## config.mk

```make
export PLATFORM = sky130hd
export DESIGN_NAME = demux_rr_dispatcher
export DESIGN_NICKNAME = d
export VERILOG_FILES = /design/src/rtl/demux_rr_dispatcher.sv
export SDC_FILE = /design/constraint.sdc
export NUM_CORES = 1
export LEC_CHECK = 0
export ABC_AREA = 1
export CAP_MARGIN = 20
export CORE_MARGIN = 4
export CORE_UTILIZATION = 25
export DETAILED_ROUTE_END_ITERATION = 10
export GPL_TIMING_DRIVEN = 0
export SETUP_SLACK_MARGIN = 0.3
export SYNTH_ARGS = -nofsm -noshare
export SYNTH_HDL_FRONTEND = slang
export SYNTH_SLANG_ARGS = --single-unit
```

## constraint.sdc

```tcl
create_clock -name clk -period 2.8 [get_ports clk]
set_input_delay 0.28 -clock clk [delete_from_list [all_inputs] [get_ports clk]]
set_output_delay 0.28 -clock clk [all_outputs]
set_load 0.005 [all_outputs]
```

## src/rtl/demux_rr_dispatcher.sv

```systemverilog
// demux_rr_dispatcher
// ------------------------------------------------------------------
// Splits one valid/ready input stream across eight output channels.
// Words are dealt round-robin, BURST words per channel, and the
// pointer moves only to channels enabled in chan_en. A one-word
// output register sits between the input and the channels. It drives
// the demux select, a one-hot valid and a shared data bus.
//
// Handshake rule: on every port, a word moves on a rising clk edge
// exactly when its valid and its ready are both high. A held word
// (out_valid != 0) keeps out_data and sel stable until the selected
// channel takes it.
//
// Parameters:
//   DW    - data word width
//   BURST - words delivered to a channel before the pointer advances
//           (1..256)
//
// Ports:
//   clk, rst_n  - rising-edge clock, asynchronous active-low reset
//   en          - dispatch enable
//   chan_en     - per-channel enable mask
//   in_valid/in_data/in_ready - input stream
//   out_ready   - per-channel ready
//   out_valid   - one-hot valid; only bit sel can be set
//   out_data    - registered word, shared by all channels
//   sel         - current channel index (demux select)
//   busy        - high while in RUN or DRAIN
//   stat_cnt    - only with DEMUX_RR_STATS_EN: eight saturating 16-bit
//                 per-channel acceptance counters, channel i at
//                 [16i+15:16i]
//
// Optional build macro: DEMUX_RR_STATS_EN adds stat_cnt.
// The FSM state is visible as state_q for debug access.
// ------------------------------------------------------------------
module demux_rr_dispatcher #(
  parameter int DW    = 8,
  parameter int BURST = 4
) (
  input  logic          clk,
  input  logic          rst_n,
  input  logic          en,
  input  logic [7:0]    chan_en,
  input  logic          in_valid,
  input  logic [DW-1:0] in_data,
  output logic          in_ready,
  input  logic [7:0]    out_ready,
  output logic [7:0]    out_valid,
  output logic [DW-1:0] out_data,
  output logic [2:0]    sel,
  output logic          busy
`ifdef DEMUX_RR_STATS_EN
  ,
  output logic [127:0]  stat_cnt
`endif
);

  localparam int CW = (BURST > 1) ? $clog2(BURST) : 1;

  typedef enum logic [1:0] {
    IDLE  = 2'd0,
    RUN   = 2'd1,
    DRAIN = 2'd2
  } state_t;

  state_t          state_q, state_d;
  logic [2:0]      sel_q, sel_d;
  logic [CW-1:0]   cnt_q, cnt_d;
  logic            full_q, full_d;
  logic [DW-1:0]   data_q;
  logic            accept;
  logic            load;
  logic            last_beat;
  logic [2:0]      nxt;

  // First enabled channel after cur, scanning cur+1 .. cur+8 (wrapping).
  // The last probe is cur itself, so a lone enabled channel maps to
  // itself. With an empty mask the pointer stays put.
  function automatic logic [2:0] nxt_sel(input logic [2:0] cur,
                                         input logic [7:0] mask);
    logic [2:0] res;
    logic [2:0] j;
    logic       found;
    res   = cur;
    found = 1'b0;
    for (int k = 1; k <= 8; k++) begin
      j = cur + 3'(k);
      if (!found && mask[j]) begin
        res   = j;
        found = 1'b1;
      end
    end
    return res;
  endfunction

  assign nxt       = nxt_sel(sel_q, chan_en);
  assign accept    = full_q && out_ready[sel_q];
  assign in_ready  = (state_q == RUN) && chan_en[sel_q] &&
                     (!full_q || out_ready[sel_q]);
  assign load      = in_valid && in_ready;
  assign last_beat = (cnt_q == CW'(BURST - 1));
  assign full_d    = load || (full_q && !accept);

  assign out_valid = full_q ? (8'b1 << sel_q) : 8'h00;
  assign out_data  = data_q;
  assign sel       = sel_q;
  assign busy      = (state_q != IDLE);

  always_ff @(posedge clk or negedge rst_n) begin
    if (!rst_n) begin
      state_q <= IDLE;
      sel_q   <= 3'd0;
      cnt_q   <= '0;
    end else begin
      state_q <= state_d;
      sel_q   <= sel_d;
      cnt_q   <= cnt_d;
    end
  end

  always_comb begin
    state_d = state_q;
    sel_d   = sel_q;
    cnt_d   = cnt_q;
    case (state_q)
      IDLE: begin
        if (en && (chan_en != 8'h00)) begin
          state_d = RUN;
          sel_d   = chan_en[sel_q] ? sel_q : nxt;
          cnt_d   = '0;
        end
      end
      RUN: begin
        if (accept) begin
          // A held word still goes to sel after its channel is
          // disabled. Then the pointer moves on as if the burst ended.
          if (last_beat || !chan_en[sel_q]) begin
            cnt_d = '0;
            sel_d = nxt;
          end else begin
            cnt_d = cnt_q + CW'(1);
          end
        end else if (!full_q && !chan_en[sel_q]) begin
          sel_d = nxt;
          cnt_d = '0;
        end
        // A word can be loaded in the cycle en falls, so DRAIN depends on
        // whether the register is full after this edge.
        if (!en || (chan_en == 8'h00)) begin
          state_d = full_d ? DRAIN : IDLE;
        end
      end
      DRAIN: begin
        if (accept || !full_q) begin
          state_d = IDLE;
        end
      end
      default: state_d = IDLE;
    endcase
  end

  // The output register loads and accepts in the same cycle. It stays
  // full and holds the new word.
  always_ff @(posedge clk or negedge rst_n) begin
    if (!rst_n) begin
      full_q <= 1'b0;
      data_q <= '0;
    end else begin
      full_q <= full_d;
      if (load) begin
        data_q <= in_data;
      end
    end
  end

`ifdef DEMUX_RR_STATS_EN
  logic [15:0] stat_q [8];

  always_ff @(posedge clk or negedge rst_n) begin
    if (!rst_n) begin
      for (int i = 0; i < 8; i++) begin
        stat_q[i] <= 16'h0000;
      end
    end else begin
      for (int i = 0; i < 8; i++) begin
        if (accept && (sel_q == 3'(i)) && (stat_q[i] != 16'hFFFF)) begin
          stat_q[i] <= stat_q[i] + 16'h0001;
        end
      end
    end
  end

  always_comb begin
    stat_cnt = '0;
    for (int i = 0; i < 8; i++) begin
      stat_cnt[16*i +: 16] = stat_q[i];
    end
  end
`endif

endmodule

```

# == After elaboration in Yosys (flattened, before gate mapping) ==
# Index checks and enable logic that the tools add are counted.
# totals
register_bits,16
inputBits,28
output_inout_bits,21
wordCells,119
# classes
n_addsub,8
order_cmp,8
n_eq_ne,9
n_shift,1
mux,50
reduce_logical,38
# op_table
cell,count
$mux 3,13
$lt 3x4->1 const B,8
$bmux 1 s3,9
$mux 1,16
$mux 2,8
$logic_and 1x1->1,14
$add 3x3->3 const B,4
$logic_not 1->1,11
$logic_not 8->1,1
$mux 8,1
$reduce_bool 8->1,1
$shl 1x3->8 const A,1
$add 3x2->3 const B,2
$ne 2x2->1 const B,3
$ne 3x2->1 const B,2
$pmux 2 s3,1
$pmux 3 s2,1
$reduce_and 3->1,2
$logic_or 1x1->1,5
$reduce_and 5->1,1
$eq 2x2->1 const B,2
$pmux 2 s2,1
$reduce_bool 2->1,2
$add 3x1->3 const B,1
other kinds (4),4

# == Logic depth before layout (Yosys ltp) ==
# Gate-level depths: netlist of the first run.
# depth
depth_word,28
mapped_depth,18
ltp_nobuf,17

# == Worst setup path before layout of the first run ==
# OpenSTA, ideal clock, no wires.
# synth_path
path_type,reg-to-reg
startpoint,"register sel_q[0], in the netlist sel[0]"
endpoint,"register sel_q[1], in the netlist sel[1]"
setup_ns,0.120
arrival_ns,2.206
required_time_ns,2.680
path_slack_ns,0.473
path_stages_with_launch,18
n_path_buf,1
synth_period_minus_slack_ns,2.327
cell_sequence,dfrtp_1 inv_2 buf_6 ha_1 inv_1 nand3_1 nand3_2 nand2_2 nor2_4 nand4_4 nor2_2 nand2_1 nand2_1 inv_1 nand2_1 nand2_1 nand2_1 nand2_1
# synth_between
elab_chain_cells,28
word_cells_on_any_way,68
classes_between,add/sub: 7; eq/ne: 3; mux: 39; reduce/logical: 19
# synth_lines
element,line,text
start: declaration,67,"logic [2:0] sel_q, sel_d;"
start signal: assignment,116,sel_q <= sel_d;
$add 3x1->3,87,j = cur + 3'(k);
$bmux 1 s3,88,if (!found && mask[j]) begin
$mux 1 (implied by the code),88,
$mux 1,88,
$logic_not 1->1,88,
$logic_and 1x1->1,88,
$mux 1,88,
$logic_not 1->1,88,
(+12 left out),--,
$logic_and 1x1->1,88,
$mux 1,88,
$logic_not 1->1,88,
$logic_and 1x1->1,88,
$mux 3,88,
"$mux 3, on equally long branches","143, 129, 137",
"$mux 3, on equally long branches","134, 127",
$pmux 3 s2,125,case (state_q)
# Several ways; a longest one is shown, not always the timed one. The select of a mux whose other input is x is not followed.
# A chain may end at the register's enable or synchronous reset.

# == Worst setup path in the final report of the first run ==
# Same ends and word-level chain as after synthesis.

==> results of run 1 <==
## per-layer routing
layer  vias to the layer above  part of all wire, %  wire [um]
li1                        954                    -          -
met1                       842                   44       2100
met2                        75                   46       2210
met3                         6                  8.8        420
met4                         0                 0.76         36
met5                         -                    0          0
## final timing paths
check / startpoint / to / slack [ns]
max in group asynchronous: rst_n / sel[0]$_DFFE_PN0P_ / 1.86
setup reg to reg: sel[0]$_DFFE_PN0P_ / sel[1]$_DFFE_PN0P_ / 0.48
min in group clk: state_q[0]$_DFFE_PN0P_ / state_q[1]$_DFFE_PN0P_ / 0.48
setup / recovery: sel[0]$_DFFE_PN0P_ / sel[1]$_DFFE_PN0P_ / 0.48
hold reg to reg: state_q[0]$_DFFE_PN0P_ / state_q[1]$_DFFE_PN0P_ / 0.48
hold / removal: rst_n / cnt_q[0]$_DFFE_PN0P_ / 0.45
## sequential cells by signal, indices dropped and copies added, names as in the netlist
| signal | flops |
|---|---|
| cnt_q | 2 |
| out_data | 8 |
| full_q | 1 |
| state_q | 2 |
| sel | 3 |
## cell type report
| class | count | area, sq um | share of cell area (%) |
|---|---|---|---|
| clock buffers | 4 | 55.1 | 2.30 |
| well taps | 77 | 96.3 | 4.03 |
| repair buffers | 52 | 513 | 21.5 |
| plain buffers | 4 | 41.3 | 1.73 |
| multi-input cells | 206 | 1140 | 47.8 |
| flip-flops and latches | 16 | 403 | 16.9 |
| inverters | 35 | 139 | 5.81 |
## synth_stat cells
cell type,count,share of area (%)
inv_2,3,0.68
buf_4,2,0.91
o21ai_1,3,0.91
inv_1,32,7.3
nor2_4,2,1.4
o21ai_0,8,2.4
nand4_4,1,1.3
nand3b_1,2,0.91
nor2_2,2,0.76
and2_1,1,0.38
o21a_1,1,0.45
buf_2,1,0.30
nand2_1,79,18
xor2_1,1,0.53
or2_0,1,0.38
dfrtp_1,16,24
o31ai_1,1,0.45
nand2_2,5,1.9
a21bo_2,1,0.61
a21oi_1,2,0.61
nor2_1,32,7.3
o211ai_1,2,0.91
mux2_1,8,5.5
nor4_1,2,0.76
buf_6,1,0.68
nand3_1,38,12
nand4_1,3,1.1
ha_1,9,6.8
nand3_2,2,1.2
## stage by stage
step | setup slack [ns] | hold slack (ns) | total power (W) | utilization [%] | instance area (sq um)
3_5_place_dp | 0.0881 | 0.480 | 0.00267 | 34.9 | 2230
3_3_place_gp | 0.0948 | 0.473 | 0.00266 | 34.9 | 2230
2_1_floorplan | 0.473 | -0.0156 | 0.00204 | - | 1650
6_report | 0.479 | 0.449 | 0.00308 | 37.4 | 2390
5_1_grt | 0.329 | 0.505 | 0.00344 | 37.4 | 2390
4_1_cts | 0.302 | 0.476 | 0.00293 | 36.0 | 2300
## worst max-delay path, delay by kind of cell, from the launching register on
kind / cells / cell delay, ns
flops: 1 / 0.45
buf+inv: 2 / 0.24
compound gates: 1 / 0.11
fa+ha+maj: 2 / 0.51
simple gates: 9 / 0.89
## repair_timing
action                                 4_1_cts  5_1_grt
setup endpoints to repair                    4        4
setup buffers                                2        2
endpoints found under the hold margin        0        0
pin swaps                                    0        4
cloned                                       0        0
gates resized for setup                      2       22
## cell usage in the layout (no fill, tap or decap), types with 4 or more instances in the layout
cell	n
dfrtp_1	14
nand3_1	38
mux2_1	8
buf_4	6
inv_1	30
ha_1	6
nand2_1	76
nand2_2	7
clkdlybuf4s50_1	47
nor2_1	30
clkbuf_8	4
o21ai_0	8
## power by group
| part | internal (W) | switching (W) |
|---|---|---|
| clock network | 0.000125 | 0.0000761 |
| logic | 0.000984 | 0.00147 |
| registers | 0.000339 | 0.0000839 |
| total | 0.00145 | 0.00163 |
## cell families (layout without fill, tap and decap cells)
kind of cell / count (synthesis) / after routing
AO/OA/AOI/OAI: 18 / 18
multiplexers: 8 / 8
buffers and inverters: 39 / 95
AND/OR/NAND/NOR: 170 / 170
XOR/XNOR: 1 / 1
flip-flops: 16 / 16
adder cells (fa/ha/maj): 9 / 9
==> metrics.txt, run 1 <==
outcome=finished clean; Setup crit end kind=register; Area Growth Syn to Fin=44.6%; Max Root-Sink Buffers=2; number of cell rows=29; share of layout cells above drive strength 1=about an eighth; Die ar.=7980 sq um; clock sinks=16; H-tree depth=1; FMAX=431 MHz; worst skew pair latency=0.25 ns; setup TNS=0 ns; DRT antenna net count=0; largest family of logic cells by synthesized area=simple AND/OR/NAND/NOR gates; Post-Route WL=4760 um; post-DR wirelength/cell=12.1 um; PwrDens=1290 nW/um^2; die height=89.3 um; Top Usage Layer GRT=met2; # IOs=49; clock slew seen by the registers of the worst setup and hold paths=0.06 ns; clock root buffer=clkbuf_8; post-placement cell count=386; Seq/Total Area, Yosys=24.2%; vias in the first global route=1814; Cell variety after synth=29; Final Slew Violations=0; xor/xnor cell area share of the yosys netlist=less than 1%; Die X=89.3 um; Critical Path Fanout Max=5; Slew @ Worst Pin=0.694 ns; final setup vio count=0; yosys warns=0; All-Layer GR Usage=approximately an eighth; Post-Synth Adder-Cell Area=6.81%; Port Buffers=48; met3 usage=2.40%; static leakage=about 1.2 nW; Max-Cap Viols=0; multiplexer area fraction after synthesis=between 5 and 6%; crit path cell chain=buf_4, ha_2, ha_4, inv_1, nand3_2, nand2_2, nor2_4, nand4_4, nor2_4, nand2_2, nand3_1, nand2_1, o21ai_1, nand2_1; ANT cells=0; simple-gate area share of the yosys netlist=46.8%; antenna violations before repair=0; post-synthesis cell count=around 260; worst min-delay path class=input port to async pin; number of fillers in the final layout=just over 700; NumNets Final=between 300 and 400; Starting Density=25.9%; routing usage on met2=21.5%; Vias/cell=4.76; Synth Register Bits=16; Tmin final=between 2 and 2.5 ns; core outline area=6390 sq um; Mapped Area=1650 sq um; total number of vias=between 1500 and 2000; Rel. slew slack=53.6%; maximum VDD drop=0.464 mV; final hold violations=0; 1st-iter DRT viols=~130; Synth Area per Inst=6.33 sq um; Crit Path Category=register to register; cells on worst reg2reg path=14; slowest CP cell=dfrtp_2; Hold-fix buffers, CTS=0; startpoint types=register; largest net degree at the start of global routing=17; first-pass GRT wire length=8020 um; GPL Wtd Cong=roughly 0.85; GRT overflow=0; clock skew=0.00464 ns; WP data arrival=2.45 ns; DRC=0; CTS Buf Count=3; syn nets=298; crit-path max cell delay=0.45 ns; post-route insts no fill=between 300 and 400; met1 usage in global routing=between 15 and 20%; Post-DP HPWL=3790 um; worst endpoint required time=slightly below 3 ns; DRT Pass-1 Iters=5; final period utilization=82.9%; post-synthesis compound-gate area fraction=6.36%; CTS tree=yes; unrepaired setup endpoints after global routing=no
Power figures use the tool's default switching activity.
==> run 2, diff against run 1 <==
==> constraint.sdc (replaced) <==
create_clock -name clk -period 2.1 [get_ports clk]
set_input_delay 0.21 -clock clk [delete_from_list [all_inputs] [get_ports clk]]
set_output_delay 0.21 -clock clk [all_outputs]
set_load 0.005 [all_outputs]
==> metrics.txt, run 2 (synthesis gave the netlist of run 1 again) <==
setup TNS=-0.143 ns (was 0 ns); WP data arrival=2.31 ns (was 2.45 ns); largest net degree at the start of global routing=17 (unchanged); worst skew pair latency=0.25 ns (about the same); maximum VDD drop=0.831 mV (was 0.464 mV); Post-Route WL=5200 um (was 4760 um); DRT Pass-1 Iters=4 (was 5); clock root buffer=clkbuf_8 (unchanged); Final Slew Violations=0 (unchanged); post-route insts no fill=408 (was 394); fin worst setup slack=-0.0701 ns (was 0.479 ns); PwrDens=1830 nW/um^2 (was 1290 nW/um^2); Die ar.=7980 sq um (unchanged); Critical Path Fanout Max=6 (was 5); clock skew=0.00334 ns (was 0.00464 ns); startpoint types=register (unchanged); Die X=89.3 um (unchanged); post-placement cell count=386 (unchanged); worst hold slack=0.387 ns (was 0.449 ns); max reg flops=8 (unchanged); All-Layer GR Usage=12.7% (was 12.4%); unrepaired setup endpoints after global routing=yes (was no); vias in the first global route=1788 (was 1814); share of layout cells above drive strength 1=29.6% (was 12.9%); Vias/cell=4.75 (was 4.76); # IOs=49 (unchanged); CTS tree=yes (unchanged); Slew @ Worst Pin=0.720 ns (was 0.694 ns); Rel. slew slack=51.8% (was 53.6%); Port Buffers=48 (unchanged); static leakage=1.35 nW (was 1.20 nW); Crit Path Category=register to register (unchanged); Comb power frac=82.9% (was 79.8%); Area Growth Syn to Fin=64.3% (was 44.6%); final hold violations=0 (unchanged); Tmin final=2.17 ns (was 2.32 ns); NetSw=0.00259 W (was 0.00163 W); sw frac=52.3% (was 53.0%); internal power=0.00237 W (was 0.00145 W); antenna violations before repair=0 (unchanged); Clk pwr share=5.5% (was 6.5%); outcome=finished, violations left (was finished clean); first-pass GRT wire length=8150 um (was 8020 um); ANT cells=0 (unchanged); Reg area=403 sq um (unchanged); Post-DP HPWL=3910 um (was 3790 um); most common cell after layout, fill and taps aside=nand2_1 (unchanged); GRT overflow=0 (unchanged); Max Root-Sink Buffers=2 (unchanged); FMAX=461 MHz (was 431 MHz); clock sinks=16 (unchanged); Setup crit end kind=register (unchanged); commonest cells after routing, fill and taps aside=65 x nand2_1, 39 x clkdlybuf4s50_1, 28 x inv_1 (was 76 x nand2_1, 47 x clkdlybuf4s50_1, 38 x nand3_1); GPL Wtd Cong=0.837 (was 0.846); number of cell rows=29 (unchanged); final period utilization=103% (was 82.9%); number of fillers in the final layout=664 (was 705); H-tree depth=1 (unchanged); worst min-delay path class=input port to async pin (unchanged); failing checks=setup timing; CTS Buf Count=3 (unchanged); die height=89.3 um (unchanged); Seq pwr share=11.6% (was 13.7%); DRC=0 (unchanged); NumNets Final=369 (was 355); clock slew seen by the registers of the worst setup and hold paths=0.06 ns (about the same); core outline area=6390 sq um (unchanged); worst endpoint required time=2.24 ns (was 2.93 ns); area of the multi-input gates=1380 sq um (was 1140 sq um); total number of vias=1938 (was 1877); Max-Cap Viols=0 (unchanged); Starting Density=25.9% (unchanged); post-DR wirelength/cell=12.8 um (was 12.1 um); final setup vio count=3 (was 0); DRT antenna net count=0 (unchanged); 1st-iter DRT viols=72 (was 129)
==> run 2: cell count changes in the layout (fill, tap and decap cells not counted), sizes merged <==
cell,before,now
buf,8,21
clkdlybuf4s50,47,39
dlygate4sd2,0,5
clkbuf,4,6
clkdlybuf4s15,0,2
dlymetal6s2s,1,0
nand2,84,85
==> run 2: stage by stage <==
| stage | cell area [sq um] | power (W) | worst slack [ns] | util (%) |
|---|---|---|---|---|
| after CTS | 2530 | 0.00452 | -0.0805 | 39.6 |
| after detailed placement | 2290 | 0.00375 | -0.275 | 35.8 |
| after floorplan | 1710 | 0.00285 | 0.0470 | - |
| after global routing | 2720 | 0.00545 | -0.250 | 42.5 |
| final | 2720 | 0.00496 | -0.0701 | 42.5 |
| after global placement | 2290 | 0.00370 | -0.262 | 35.8 |
==> run 2: power groups by stage <==
| stage | clock, W | sequential, W | combinational (W) |
|---|---|---|---|
| 2_1_floorplan | 0 | 0.000556 | 0.00230 |
| 3_3_place_gp | 0 | 0.000561 | 0.00313 |
| 3_5_place_dp | 0 | 0.000569 | 0.00318 |
| 4_1_cts | 0.000282 | 0.000566 | 0.00367 |
| 5_1_grt | 0.000296 | 0.000593 | 0.00456 |
| 6_report | 0.000272 | 0.000573 | 0.00411 |
==> run 2: metal layers <==
layer / part of all wire [%] / wire, um / global-route usage [%]
met1: 46 / 2380 / 16.4
met5: 0 / 0 / 0
met3: 4.8 / 248 / 1.94
met2: 48 / 2500 / 22.1
met4: 1.4 / 73 / 3.25
==> run 2: critical path, stage by stage (launching register included) <==
cell and delay (ns):
dfrtp_2 0.42, inv_2 0.06, buf_8 0.13, ha_4 0.35, nand3_4 0.10, nand3_2 0.08, nand2_2 0.06, nor2_4 0.16
nand4_4 0.13, nor2_4 0.13, nand2_2 0.09, nand3_1 0.10, nand2_2 0.06, o21ai_1 0.11, nand2_1 0.06
==> run 2: what timing repair did <==
| action | in CTS | in global routing |
|---|---|---|
| endpoints found under the setup margin | 24 | 20 |
| gates cloned | 0 | 1 |
| buffers inserted | 15 | 2 |
| pin swaps | 12 | 10 |
| hold buffers | 0 | 0 |
| resized for setup | 37 | 46 |
==> run 2: layout make-up <==
class	count	share of cell area [%]
clock buffers	4	2.03
well taps	77	3.55
flip-flops and latches	16	14.8
plain buffers	4	1.80
multi-input cells	207	50.8
inverters	35	5.20
repair buffers	65	21.8
==> run 2: path summary, 6_finish.rpt <==
check                                  startpoint                     end  slack [ns]  cells past startpoint
min                                         rst_n  state_q[0]$_DFFE_PN0P_        0.39                      1
min in group clk           state_q[0]$_DFFE_PN0P_  state_q[1]$_DFFE_PN0P_        0.49                      1
min reg2reg                state_q[0]$_DFFE_PN0P_  state_q[1]$_DFFE_PN0P_        0.49                      1
max                            sel[0]$_DFFE_PN0P_      sel[1]$_DFFE_PN0P_       -0.07                     14
max in group asynchronous                   rst_n      sel[1]$_DFFE_PN0P_        1.21                      1
max reg2reg                    sel[0]$_DFFE_PN0P_      sel[1]$_DFFE_PN0P_       -0.07                     14
